File: config.mk
export PLATFORM = sky130hd
export DESIGN_NAME = switch_conditioner
export DESIGN_NICKNAME = d
export VERILOG_FILES = /design/src/rtl/switch_conditioner_pkg.sv /design/src/rtl/switch_debounce_bit.sv /design/src/rtl/switch_conditioner.sv
export SDC_FILE = /design/constraint.sdc
export NUM_CORES = 1
export LEC_CHECK = 0
export CAP_MARGIN = 20
export CORE_MARGIN = 3
export CORE_UTILIZATION = 30
export CTS_CLUSTER_SIZE = 28
export DETAILED_ROUTE_END_ITERATION = 12
export GPL_TIMING_DRIVEN = 0
export SYNTH_ARGS = -nofsm -noshare
export SYNTH_HDL_FRONTEND = slang
export SYNTH_SLANG_ARGS = --single-unit
File: constraint.sdc
create_clock -name clk -period 2.37 [get_ports clk]
set_input_delay 0.237 -clock clk [delete_from_list [all_inputs] [get_ports clk]]
set_output_delay 0.237 -clock clk [all_outputs]
set_load 0.03 [all_outputs]
File: src/rtl/switch_conditioner_pkg.sv
// Shared constants and types for the switch conditioner: default debounce
// length, synchroniser depth, counter-width helper and the per-bit event bundle.
package switch_conditioner_pkg;

  localparam int DEFAULT_DEBOUNCE_CYCLES = 4;
  localparam int SYNC_DEPTH              = 2;

  // Counter must hold 0..DEBOUNCE_CYCLES-1; the +1 keeps DEBOUNCE_CYCLES=1 at one bit.
  function automatic int cnt_width(input int debounce_cycles);
    return $clog2(debounce_cycles + 1);
  endfunction

  typedef struct packed {
    logic level;
    logic rise;
    logic fall;
  } sw_event_t;

endpackage

File: src/rtl/switch_debounce_bit.sv
// Single switch bit: two-flop synchroniser, persistence counter, and the
// registered clean level with one-cycle rise/fall pulses.
module switch_debounce_bit
  import switch_conditioner_pkg::*;
#(
  parameter int DEBOUNCE_CYCLES = DEFAULT_DEBOUNCE_CYCLES
) (
  input  logic clk,
  input  logic rst,
  input  logic sw_i,
  output logic level_o,
  output logic rise_o,
  output logic fall_o
);

  localparam int                CNT_W   = cnt_width(DEBOUNCE_CYCLES);
  localparam logic [CNT_W-1:0]  CNT_MAX = CNT_W'(DEBOUNCE_CYCLES - 1);

  logic [SYNC_DEPTH-1:0] sync_q, sync_d;
  logic [CNT_W-1:0]      cnt_q, cnt_d;
  sw_event_t             ev_q, ev_d;
  logic                  s;

  assign sync_d = {sync_q[SYNC_DEPTH-2:0], sw_i};
  assign s      = sync_q[SYNC_DEPTH-1];

  always_comb begin
    // NOTE: every signal gets a default before any branch, so no path can leave it unassigned and infer a latch.
    cnt_d   = '0;
    ev_d    = '{level: ev_q.level, rise: 1'b0, fall: 1'b0};
    if (s != ev_q.level) begin
      if (cnt_q == CNT_MAX) begin
        ev_d.level = s;
        ev_d.rise  = s;
        ev_d.fall  = ~s;
      end else begin
        cnt_d = cnt_q + 1'b1;
      end
    end
  end

  // NOTE: the async reset clears every flop here, synchroniser included, so a partial count or stale sample never survives reset.
  always_ff @(posedge clk or posedge rst) begin
    if (rst) begin
      sync_q <= '0;
      cnt_q  <= '0;
      ev_q   <= '0;
    end else begin
      // NOTE: non-blocking assignments so all flops update from pre-edge values, independent of statement order.
      sync_q <= sync_d;
      cnt_q  <= cnt_d;
      ev_q   <= ev_d;
    end
  end

  assign level_o = ev_q.level;
  assign rise_o  = ev_q.rise;
  assign fall_o  = ev_q.fall;

endmodule

File: src/rtl/switch_conditioner.sv
// Conditions NSWITCH raw lever inputs into clean, clock-aligned levels and
// rise/fall pulses. Define SWITCH_CONDITIONER_TOGGLE_EN to add toggle_o.
module switch_conditioner
  import switch_conditioner_pkg::*;
#(
  parameter int NSWITCH         = 2,
  parameter int DEBOUNCE_CYCLES = DEFAULT_DEBOUNCE_CYCLES
) (
  input  logic               clk,
  input  logic               rst,
  input  logic [NSWITCH-1:0] sw_i,
  output logic [NSWITCH-1:0] level_o,
  output logic [NSWITCH-1:0] rise_o,
  output logic [NSWITCH-1:0] fall_o
`ifdef SWITCH_CONDITIONER_TOGGLE_EN
  ,
  output logic [NSWITCH-1:0] toggle_o
`endif
);

  if (DEBOUNCE_CYCLES < 1) begin : g_bad_debounce
    $error("switch_conditioner: DEBOUNCE_CYCLES must be >= 1");
  end
  if (NSWITCH < 1) begin : g_bad_nswitch
    $error("switch_conditioner: NSWITCH must be >= 1");
  end

  for (genvar i = 0; i < NSWITCH; i++) begin : g_bit
    switch_debounce_bit #(
      .DEBOUNCE_CYCLES (DEBOUNCE_CYCLES)
    ) u_bit (
      .clk     (clk),
      .rst     (rst),
      .sw_i    (sw_i[i]),
      .level_o (level_o[i]),
      .rise_o  (rise_o[i]),
      .fall_o  (fall_o[i])
    );
  end

`ifdef SWITCH_CONDITIONER_TOGGLE_EN
  logic [NSWITCH-1:0] toggle_q, toggle_d;

  // Latches a momentary press: flips on the edge after each rise pulse.
  assign toggle_d = toggle_q ^ rise_o;

  always_ff @(posedge clk or posedge rst) begin
    if (rst) begin
      toggle_q <= '0;
    end else begin
      toggle_q <= toggle_d;
    end
  end

  assign toggle_o = toggle_q;
`else
  // Momentary outputs only; no toggle state is built.
`endif

endmodule
# Yosys cells after proc, flatten, opt, wreduce, memory -nomap -nowiden
# Index checks and enable logic that the tools add are counted.
# op_classes
n_mux,8
n_eq_ne,4
n_reduce_logical,2
bitwise,2
add_sub_neg,2
# op_table
operator,n
two-way mux 3 bit,4
two-way mux 2 bit,4
"adder 3 x 1 -> 3 bit, second input constant",2
"== test 3 x 2 -> 1 bit, second input constant",2
AND reduction 2 bit,2
!= test 1 bit,2
inverter 1 bit,2
# word_totals
output_inout_bits,6
regBits,16
elab_cells,28

# Logic depth before layout (Yosys ltp)
# Gate-level depths: netlist of the first run.
# depth
depth_word,3
depth_mapped,3
depth_no_buf,3

# Hierarchy
# From an unflattened synthesis of the first run, not the netlist that was laid out.
# unflattened
hier_cells,36
area_unflattened_um2,578.1
# modules_own_cells
mod,area_each_um2,cells_per_inst,instances,seq_area_each_um2
switch_debounce_bit,289.0,18,2,200.2

# Worst setup path after synthesis of the first run
# Ideal clock, no wire load.
# synth_path
path_kind,reg-to-reg
startpoint,register g_bit[0].u_bit.cnt_q[0]
endpoint,"register g_bit[0].u_bit.ev_q, in the netlist g_bit[0].u_bit.level_o"
arrival_time_ns,1.023
synth_period_minus_slack_ns,1.149
path_stages_with_launch,4
slack_ns,1.221
path_buffers,0
cell_sequence,dfrtp_1 ha_1 and2b_4 mux2_4
# synth_between
elab_chain_cells,2
# synth_rtl
element,line_no,text
"start, declared",switch_debounce_bit.sv:20,"logic [CNT_W-1:0] cnt_q, cnt_d;"
"start signal, assigned",switch_debounce_bit.sv:51,cnt_q <= cnt_d;
== test 3 x 2 -> 1 bit,switch_debounce_bit.sv:32,if (cnt_q == CNT_MAX) begin
AND reduction 2 bit (no source line),-,
"end signal, assigned",switch_debounce_bit.sv:52,ev_q <= ev_d;
"end, declared",switch_debounce_bit.sv:21,"sw_event_t ev_q, ev_d;"
# Every way passes these cells.
# A chain may end at the register's enable or synchronous reset.

# Worst setup path after layout of the first run
# layout_path
startpoint,"register g_bit[0].u_bit.ev_q, in the netlist g_bit[0].u_bit.level_o"
endpoint,output level_o[0]
# layout_rtl
element,line_no,text
"end, declared",switch_conditioner.sv:12,"output logic [NSWITCH-1:0] level_o,"
# No word-level cell between the ends.

==> flow_summary.ini, run 1 <==
[logic_synthesis]
ys_types = 10
synthCells = 43
synthesis.area_um2 = 624
avgSynthCellArea_um2 = 14.5
yosysWarnings = 0
ys_ff_latch = 16
synth_top_area_cell = dfrtp_1
ys_seq_area_share_pct = 64.1
synth.top_cell.area_share_pct = 64.1
synth_nets = 49
synth_area_leaders = dfrtp_1 (64%), nor3b_1 (9.6%), buf_4 (7.2%)

[clock_tree]
hold_buffers = 0
root_buffer = clkbuf_4
clk_pin_slew_worst_paths_ns = 0.09
cts_buffer_depth = 2
cts_tree = built
cts_resized = 0
clock-sinks = 16
cts_made_buffers = 3
cts_max_level = 1
cts_setup_buffers = 0
clock_latency_ns = 0.28

[timing]
worst_pin_slew_ns = 0.595
fin_skew_ns = 0.00399
whs_ns = 0.311
setup_viol = 0
min_period_over_period_pct = 73.2
fmax_mhz = 576
rsz0062_at_grt = false
relSlewSlack_pct = 60.3
hold_violations = 0
finalCriticalPeriod_ns = 1.74
setup-tns-final_ns = 0
slew_viol_final = 0

[floorplan]
die_h_um = 51.6
die_area_um2 = 2660
ios = 10
fp.dieW_um = 51.6
core_area_um2 = 1840
num_rows = 15
initial_utilization_pct = 33.9

[worst_setup_path]
crit_start = g_bit[0].u_bit.level_o
path_class = flip-flop to primary output
worstPathArrival_ns = 1.50
crit_path_start_kind = flip-flop
cp-end-kind = primary output
cp_data_required_time_ns = 2.13
reg2reg_depth = 3
crit_path_max_fanout = 5
reg2reg_from = g_bit[1].u_bit.cnt_q[0]

[finish]
synthToLayoutAreaGrowth_pct = 25.3
drive_above_1_share_pct = 25.0
final_core_util_pct = 42.5
final_cells = 81
mostFrequentLayoutCells = dfrtp_1 (16), clkdlybuf4s50_1 (9), nor3b_1 (8)
fin_nets = 63
n_antenna_cell = 0
final_common_cell = dfrtp_1

[routing]
drtAntennaViolNets = 0
drc = 0
wl_per_cell_um = 10.0
firstDrtPassIters = 2
drt_wl_total_um = 814
drt_iter0_drc = 2
num_vias = 311
routed_via_density = 3.84

[global_route]
first_global_vias = 338
grt_pass1_wl_um = 1430
antenna_found_initial = 0
overflow = 0
grt_max_degree = 17
grt_usage_pct = 7.74

[job]
drv_cap = 0

[power_and_ir_drop]
p_total_w = 0.000797
peakVddDrop_v = 0.000370
p_leak_nw = 0.356
pwr_density_cell_nw_per_um2 = 1020

[worst_hold_path]
hold_class = input pin to asynchronous set/reset pin

[placement]
io_buffers = 9
gp_congestion = 0.683
dp.cells = 77

[outcome]
status = finished clean
[power by group]
| part | internal (W) | total (W) | switching [W] | leakage [nW] |
|---|---|---|---|---|
| Clock | 0.0000935 | 0.000177 | 0.0000834 | 0.0210 |
| Combinational | 0.000144 | 0.000256 | 0.000112 | 0.130 |
| Sequential | 0.000325 | 0.000365 | 0.0000399 | 0.206 |
| Total | 0.000562 | 0.000797 | 0.000235 | 0.356 |
[per-layer routing]
metal / vias up / routed length (um) / track usage [%]
li1: 163 / - / -
met1: 136 / 406 / 9.47
met2: 10 / 350 / 10.8
met3: 2 / 37 / 0.860
met4: 0 / 19 / 9.17
met5: - / 0 / 0
[area by class of cell]
type	instances	area, um^2
timing repair buffer	9	90.1
tap	25	31.3
multi-input combinational	20	175
clock buffer	4	36.3
buffer	6	45.0
sequential	16	400
fill	191	1060
inverter	1	3.75
[flip-flops by register name (all words and copies together) (netlist names)]
register,count
g_bit.u_bit.cnt_q,6
g_bit.u_bit.sync_q,4
g_bit.u_bit.fall_o,2
g_bit.u_bit.level_o,2
g_bit.u_bit.rise_o,2
[cells in the mapped netlist]
master	number
inv_1	1
nor3b_1	8
nand2b_1	2
xnor2_1	2
ha_1	2
buf_4	6
nor3_1	2
mux2_4	2
dfrtp_1	16
and2b_4	2
[cell families after synthesis]
kind of cell / after synthesis / share of synthesized area (%)
muxes: 2 / 4.81
xor gates and xnor gates: 2 / 2.81
DFF: 16 / 64.1
adders and majority gates: 2 / 4.01
and+or+nand+nor: 14 / 16.4
buffers and inverters: 7 / 7.81
[stage by stage]
stage,worst slack (ns),instance area (um^2)
2_1_floorplan,1.22,624
3_3_place_gp,0.945,746
6_report,0.634,782
5_1_grt,0.568,782
4_1_cts,0.615,782
3_5_place_dp,0.946,746
[path summary, 6_finish.rpt]
kind | slack (ns) | end
worst max-delay path | 0.63 | level_o[0]
worst min-delay path | 0.31 | g_bit[1].u_bit.fall_o
worst max register to register | 1.14 | g_bit[1].u_bit.level_o
worst min register to register | 0.35 | g_bit[1].u_bit.sync_q[1]
max in group asynchronous | 1.67 | g_bit[1].u_bit.sync_q[0]
min in group clk | 0.35 | g_bit[1].u_bit.sync_q[1]
[critical path, cell delays in order, from the launching register on]
cell,delay [ns]
dfrtp_1,0.43
buf_4,0.13
clkdlybuf4s50_1,0.66
(Power assumes the default switching activity.)
==> run 2, diff against run 1 <==
==> constraint.sdc (replaced) <==
create_clock -name clk -period 1.55 [get_ports clk]
set_input_delay 0.155 -clock clk [delete_from_list [all_inputs] [get_ports clk]]
set_output_delay 0.155 -clock clk [all_outputs]
set_load 0.03 [all_outputs]
==> run 2 against run 1 <==
Effect of this change: clock-buffer cell count unchanged; setup slack got worse by 0.47 ns; die area unchanged; global-route usage unchanged; final cell count unchanged; flip-flop and latch count unchanged; clock power increased by 53%; hold slack got worse by 0.082 ns; sequential share of layout area decreased by 0.49 points; sequential power increased by 53%; non-clock buffer count unchanged; clock skew unchanged.
==> flow_summary.ini, run 2 (synthesis results as in run 1) <==
[outcome]
status = finished clean

[timing]
setup_ws_ns = 0.168
slew_viol_final = 0
setup_viol = 0
relSlewSlack_pct = 60.3
worst_pin_slew_ns = 0.595
finalCriticalPeriod_ns = 1.38
fmax_mhz = 723
rsz0062_at_grt = false
fin_skew_ns = 0.00399
hold_violations = 0
whs_ns = 0.229
setup-tns-final_ns = 0
min_period_over_period_pct = 89.2

[routing]
drc = 0
drt_iter0_drc = 2
drtAntennaViolNets = 0
num_vias = 313
drt_wl_total_um = 821
wl_per_cell_um = 10.1
firstDrtPassIters = 2
routed_via_density = 3.86

[finish]
reg_top3 = g_bit.u_bit.cnt_q: 6 flops, g_bit.u_bit.sync_q: 4 flops
n_fill_cell = 194
fin_nets = 63
final_common_cell = dfrtp_1
final_core_util_pct = 42.9
final_cells = 81
regMostFlops = g_bit.u_bit.cnt_q
n_antenna_cell = 0
synthToLayoutAreaGrowth_pct = 26.5
drive_above_1_share_pct = 25.0
mostFrequentLayoutCells = dfrtp_1 (16), nor3b_1 (8), buf_4 (6)
largest_reg_flops = 6

[global_route]
overflow = 0
grt_usage_pct = 7.74
antenna_found_initial = 0
grt_max_degree = 17
grt_pass1_wl_um = 1430
first_global_vias = 338

[worst_setup_path]
reg2reg_from = g_bit[1].u_bit.cnt_q[0]
worst-path-buf-inv = 2
worstPathArrival_ns = 1.23
crit_path_start_kind = flip-flop
crit_start = g_bit[0].u_bit.level_o
crit_family = buffers and inverters
crit_path_max_fanout = 5
cp_slowest_cell = dfrtp_1
path_cells = buf_4, dlygate4sd2_1
cp_data_required_time_ns = 1.39
cp-end-kind = primary output
slowest_delay_ns = 0.43
path_class = flip-flop to primary output

[clock_tree]
clk_pin_slew_worst_paths_ns = 0.09
cts_buffer_depth = 2
cts_max_level = 1
clock_latency_ns = 0.28
cts_tree = built
clock-sinks = 16
cts_made_buffers = 3
root_buffer = clkbuf_4

[placement]
place_ws_ns = 0.208
io_buffers = 9
gp_congestion = 0.683
dp.cells = 77

[floorplan]
core_area_um2 = 1840
fp.dieW_um = 51.6
num_rows = 15
die_h_um = 51.6
die_area_um2 = 2660
initial_utilization_pct = 33.9
ios = 10

[power_and_ir_drop]
peakVddDrop_v = 0.000567
p_leak_nw = 0.434
pwr_density_cell_nw_per_um2 = 1520

[worst_hold_path]
hold_class = input pin to asynchronous set/reset pin

[job]
drv_cap = 0
run 2: path summary, 6_finish.rpt:
kind	end	slack (ns)	cells past startpoint
worst max register to register	g_bit[1].u_bit.level_o	0.32	3
max in group asynchronous	g_bit[1].u_bit.sync_q[0]	0.93	2
worst min register to register	g_bit[1].u_bit.sync_q[1]	0.35	0
worst max-delay path	level_o[0]	0.17	2
min in group clk	g_bit[0].u_bit.sync_q[0]	0.30	1
worst min-delay path	g_bit[1].u_bit.fall_o	0.23	2
run 2: report_power, final:
part,total [W],internal (W),switching [W],leakage [nW]
clock network,0.000270,0.000143,0.000128,0.0210
registers,0.000558,0.000496,0.0000611,0.206
logic,0.000370,0.000200,0.000170,0.207
run 2: final cells by class:
| cell class | count | area, um^2 | share of cell area, % |
|---|---|---|---|
| buffer | 6 | 45.0 | 5.71 |
| clock buffer | 4 | 36.3 | 4.60 |
| inverter | 1 | 3.75 | 0.475 |
| multi-input combinational | 20 | 175 | 22.2 |
| sequential | 16 | 400 | 50.7 |
| tap | 25 | 31.3 | 3.96 |
| timing repair buffer | 9 | 97.6 | 12.4 |
run 2: routing by layer:
| layer | up-vias | wire, um | track usage, % |
|---|---|---|---|
| met1 | 138 | 409 | 9.47 |
| met5 | - | 0 | 0 |
| li1 | 163 | - | - |
| met2 | 10 | 351 | 10.8 |
| met4 | 0 | 19 | 9.17 |
| met3 | 2 | 40 | 0.860 |
run 2: timing repair:
item                                    CTS  global route
endpoints found under the setup margin    2             4
hold buffers                              0             0
gates cloned                              0             0
resized for setup                         2             4
buffers inserted                          0             0
run 2: metrics by stage:
stage / total power, W / instance area (um^2)
5_1_grt: 0.00127 / 790
3_3_place_gp: 0.000948 / 746
6_report: 0.00120 / 790
3_5_place_dp: 0.000956 / 746
4_1_cts: 0.00122 / 779
2_1_floorplan: 0.000847 / 624
==> run 3, diff against run 2 <==
--- a/config.mk
+++ b/config.mk
@@ -6,11 +6,14 @@
 export NUM_CORES = 1
 export LEC_CHECK = 0
 export CAP_MARGIN = 20
+export CELL_PAD_IN_SITES_DETAIL_PLACEMENT = 1
+export CELL_PAD_IN_SITES_GLOBAL_PLACEMENT = 1
 export CORE_MARGIN = 3
 export CORE_UTILIZATION = 30
 export CTS_CLUSTER_SIZE = 28
 export DETAILED_ROUTE_END_ITERATION = 12
 export GPL_TIMING_DRIVEN = 0
+export PLACE_DENSITY_LB_ADDON = 0.1
 export SYNTH_ARGS = -nofsm -noshare
 export SYNTH_HDL_FRONTEND = slang
 export SYNTH_SLANG_ARGS = --single-unit
==> run 3 against run 2 <==
Effect of this change: cell area shrank 1.7%; sequential power barely moved; largest power group unchanged; clock skew decreased by 0.0037 ns; die area is the same; critical endpoint is now level_o[1].
==> flow_summary.ini, run 3 (synthesis results as in run 1) <==
[outcome]
status = finished clean

[floorplan]
core_area_um2 = 1840
die_h_um = 51.6
ios = 10
initial_utilization_pct = 33.9
fp.dieW_um = 51.6
num_rows = 15
die_area_um2 = 2660

[finish]
n_antenna_cell = 0
largest_reg_flops = 6
drive_above_1_share_pct = 23.6
final_common_cell = dfrtp_1
reg_top3 = g_bit.u_bit.cnt_q: 6 flops, g_bit.u_bit.sync_q: 4 flops
mostFrequentLayoutCells = dfrtp_1 (16), nor3b_1 (8), buf_4 (6)
regMostFlops = g_bit.u_bit.cnt_q
synthToLayoutAreaGrowth_pct = 24.2
fin_nets = 63

[worst_setup_path]
cp_data_required_time_ns = 1.39
reg2reg_depth = 3
worstPathArrival_ns = 1.22
path_class = flip-flop to primary output
slowest_delay_ns = 0.43
reg2reg_from = g_bit[1].u_bit.cnt_q[0]
crit_start = g_bit[1].u_bit.level_o
crit_path_max_fanout = 5
r2r_slack_ns = 0.32
cp_slowest_cell = dfrtp_1
path_cells = buf_4, dlygate4sd2_1
cp-end-kind = primary output
crit_path_start_kind = flip-flop
r2r-end = g_bit[1].u_bit.level_o

[global_route]
antenna_found_initial = 0
overflow = 0
grt_usage_pct = 7.62
grt_max_degree = 17
grt_pass1_wl_um = 1550
first_global_vias = 390

[clock_tree]
hold_buffers = 0
root_buffer = clkbuf_4
cts_max_level = 1
cts_buffer_depth = 2
clock_latency_ns = 0.27
cts_made_buffers = 3
cts_tree = built
clk_pin_slew_worst_paths_ns = 0.08
cts_setup_buffers = 0
clock-sinks = 16

[routing]
num_vias = 347
drt_iter0_drc = 1
drc = 0
firstDrtPassIters = 2
wl_per_cell_um = 11.7
drt_wl_total_um = 936
drtAntennaViolNets = 0
routed_via_density = 4.34

[timing]
finalCriticalPeriod_ns = 1.37
setup_ws_ns = 0.176
relSlewSlack_pct = 60.5
fin_skew_ns = 0.000335
worst_pin_slew_ns = 0.592
rsz0062_at_grt = false
slew_viol_final = 0
hold_violations = 0
setup-tns-final_ns = 0
min_period_over_period_pct = 88.6
setup_viol = 0
fmax_mhz = 728

[job]
drv_cap = 0

[worst_hold_path]
hold_class = input pin to asynchronous set/reset pin

[placement]
gp_congestion = 0.612
place_ws_ns = 0.199
io_buffers = 9

[power_and_ir_drop]
peakVddDrop_v = 0.000582
pwr_density_cell_nw_per_um2 = 1470
p_leak_nw = 0.427
[run 3: changes by cell type in the layout (fill, tap and decap cells not counted)]
| cell | delta |
|---|---|
| clkbuf_8 | -1 |
[run 3: how the worst max path moves through the flow]
| stage | end | cells past startpoint | slack (ns) |
|---|---|---|---|
| after floorplan | g_bit[0].u_bit.level_o | 3 | 0.40 |
| final | level_o[1] | 2 | 0.18 |
| after global routing | level_o[1] | 2 | 0.12 |
| after detailed placement | level_o[1] | 2 | 0.20 |
| after CTS | rise_o[1] | 2 | 0.02 |
| after global placement | level_o[1] | 2 | 0.23 |
[run 3: per-stage QoR]
| stage | std cells | util [%] | hold slack (ns) | power [W] | instance area (um^2) |
|---|---|---|---|---|---|
| floorplan | 43 | - | 0.0687 | 0.000847 | 624 |
| global placement | 77 | 40.5 | 0.332 | 0.000936 | 746 |
| detailed placement | 77 | 40.5 | 0.341 | 0.000966 | 746 |
| CTS | 80 | 41.6 | 0.265 | 0.00115 | 766 |
| global route | 80 | 42.2 | 0.298 | 0.00121 | 776 |
| finish | 80 | 42.2 | 0.247 | 0.00114 | 776 |
[run 3: repair_timing]
| item | in CTS | in global routing |
|---|---|---|
| pin swaps | 0 | 0 |
| endpoints found under the setup margin | 2 | 4 |
| gates resized for setup | 2 | 4 |
[run 3: area by class of cell]
cell class,count,area [um^2]
Fill cell,214,1060
Tap cell,25,31.3
Clock buffer,3,22.5
Buffer,6,45.0
Timing Repair Buffer,9,97.6
Inverter,1,3.75
Sequential cell,16,400
Multi-Input combinational cell,20,175
[run 3: power breakdown]
part	leakage (nW)	switching [W]	internal, W	total, W
clock	0.0138	0.000112	0.0000898	0.000202
combinational	0.207	0.000175	0.000199	0.000374
sequential	0.206	0.0000641	0.000497	0.000561
[run 3: critical path: cells and delay by family (launching register included)]
kind / cells / cell delay (ns)
flip-flops: 1 / 0.43
buffers and inverters: 2 / 0.52
[run 3: layer usage]
layer | vias to the layer above | part of all wire (%) | track usage (%)
met5 | - | 0 | 0
met4 | 0 | 0 | 2.62
met3 | 0 | 6.1 | 2.01
met2 | 10 | 47 | 13.8
met1 | 174 | 47 | 8.56
li1 | 163 | - | -
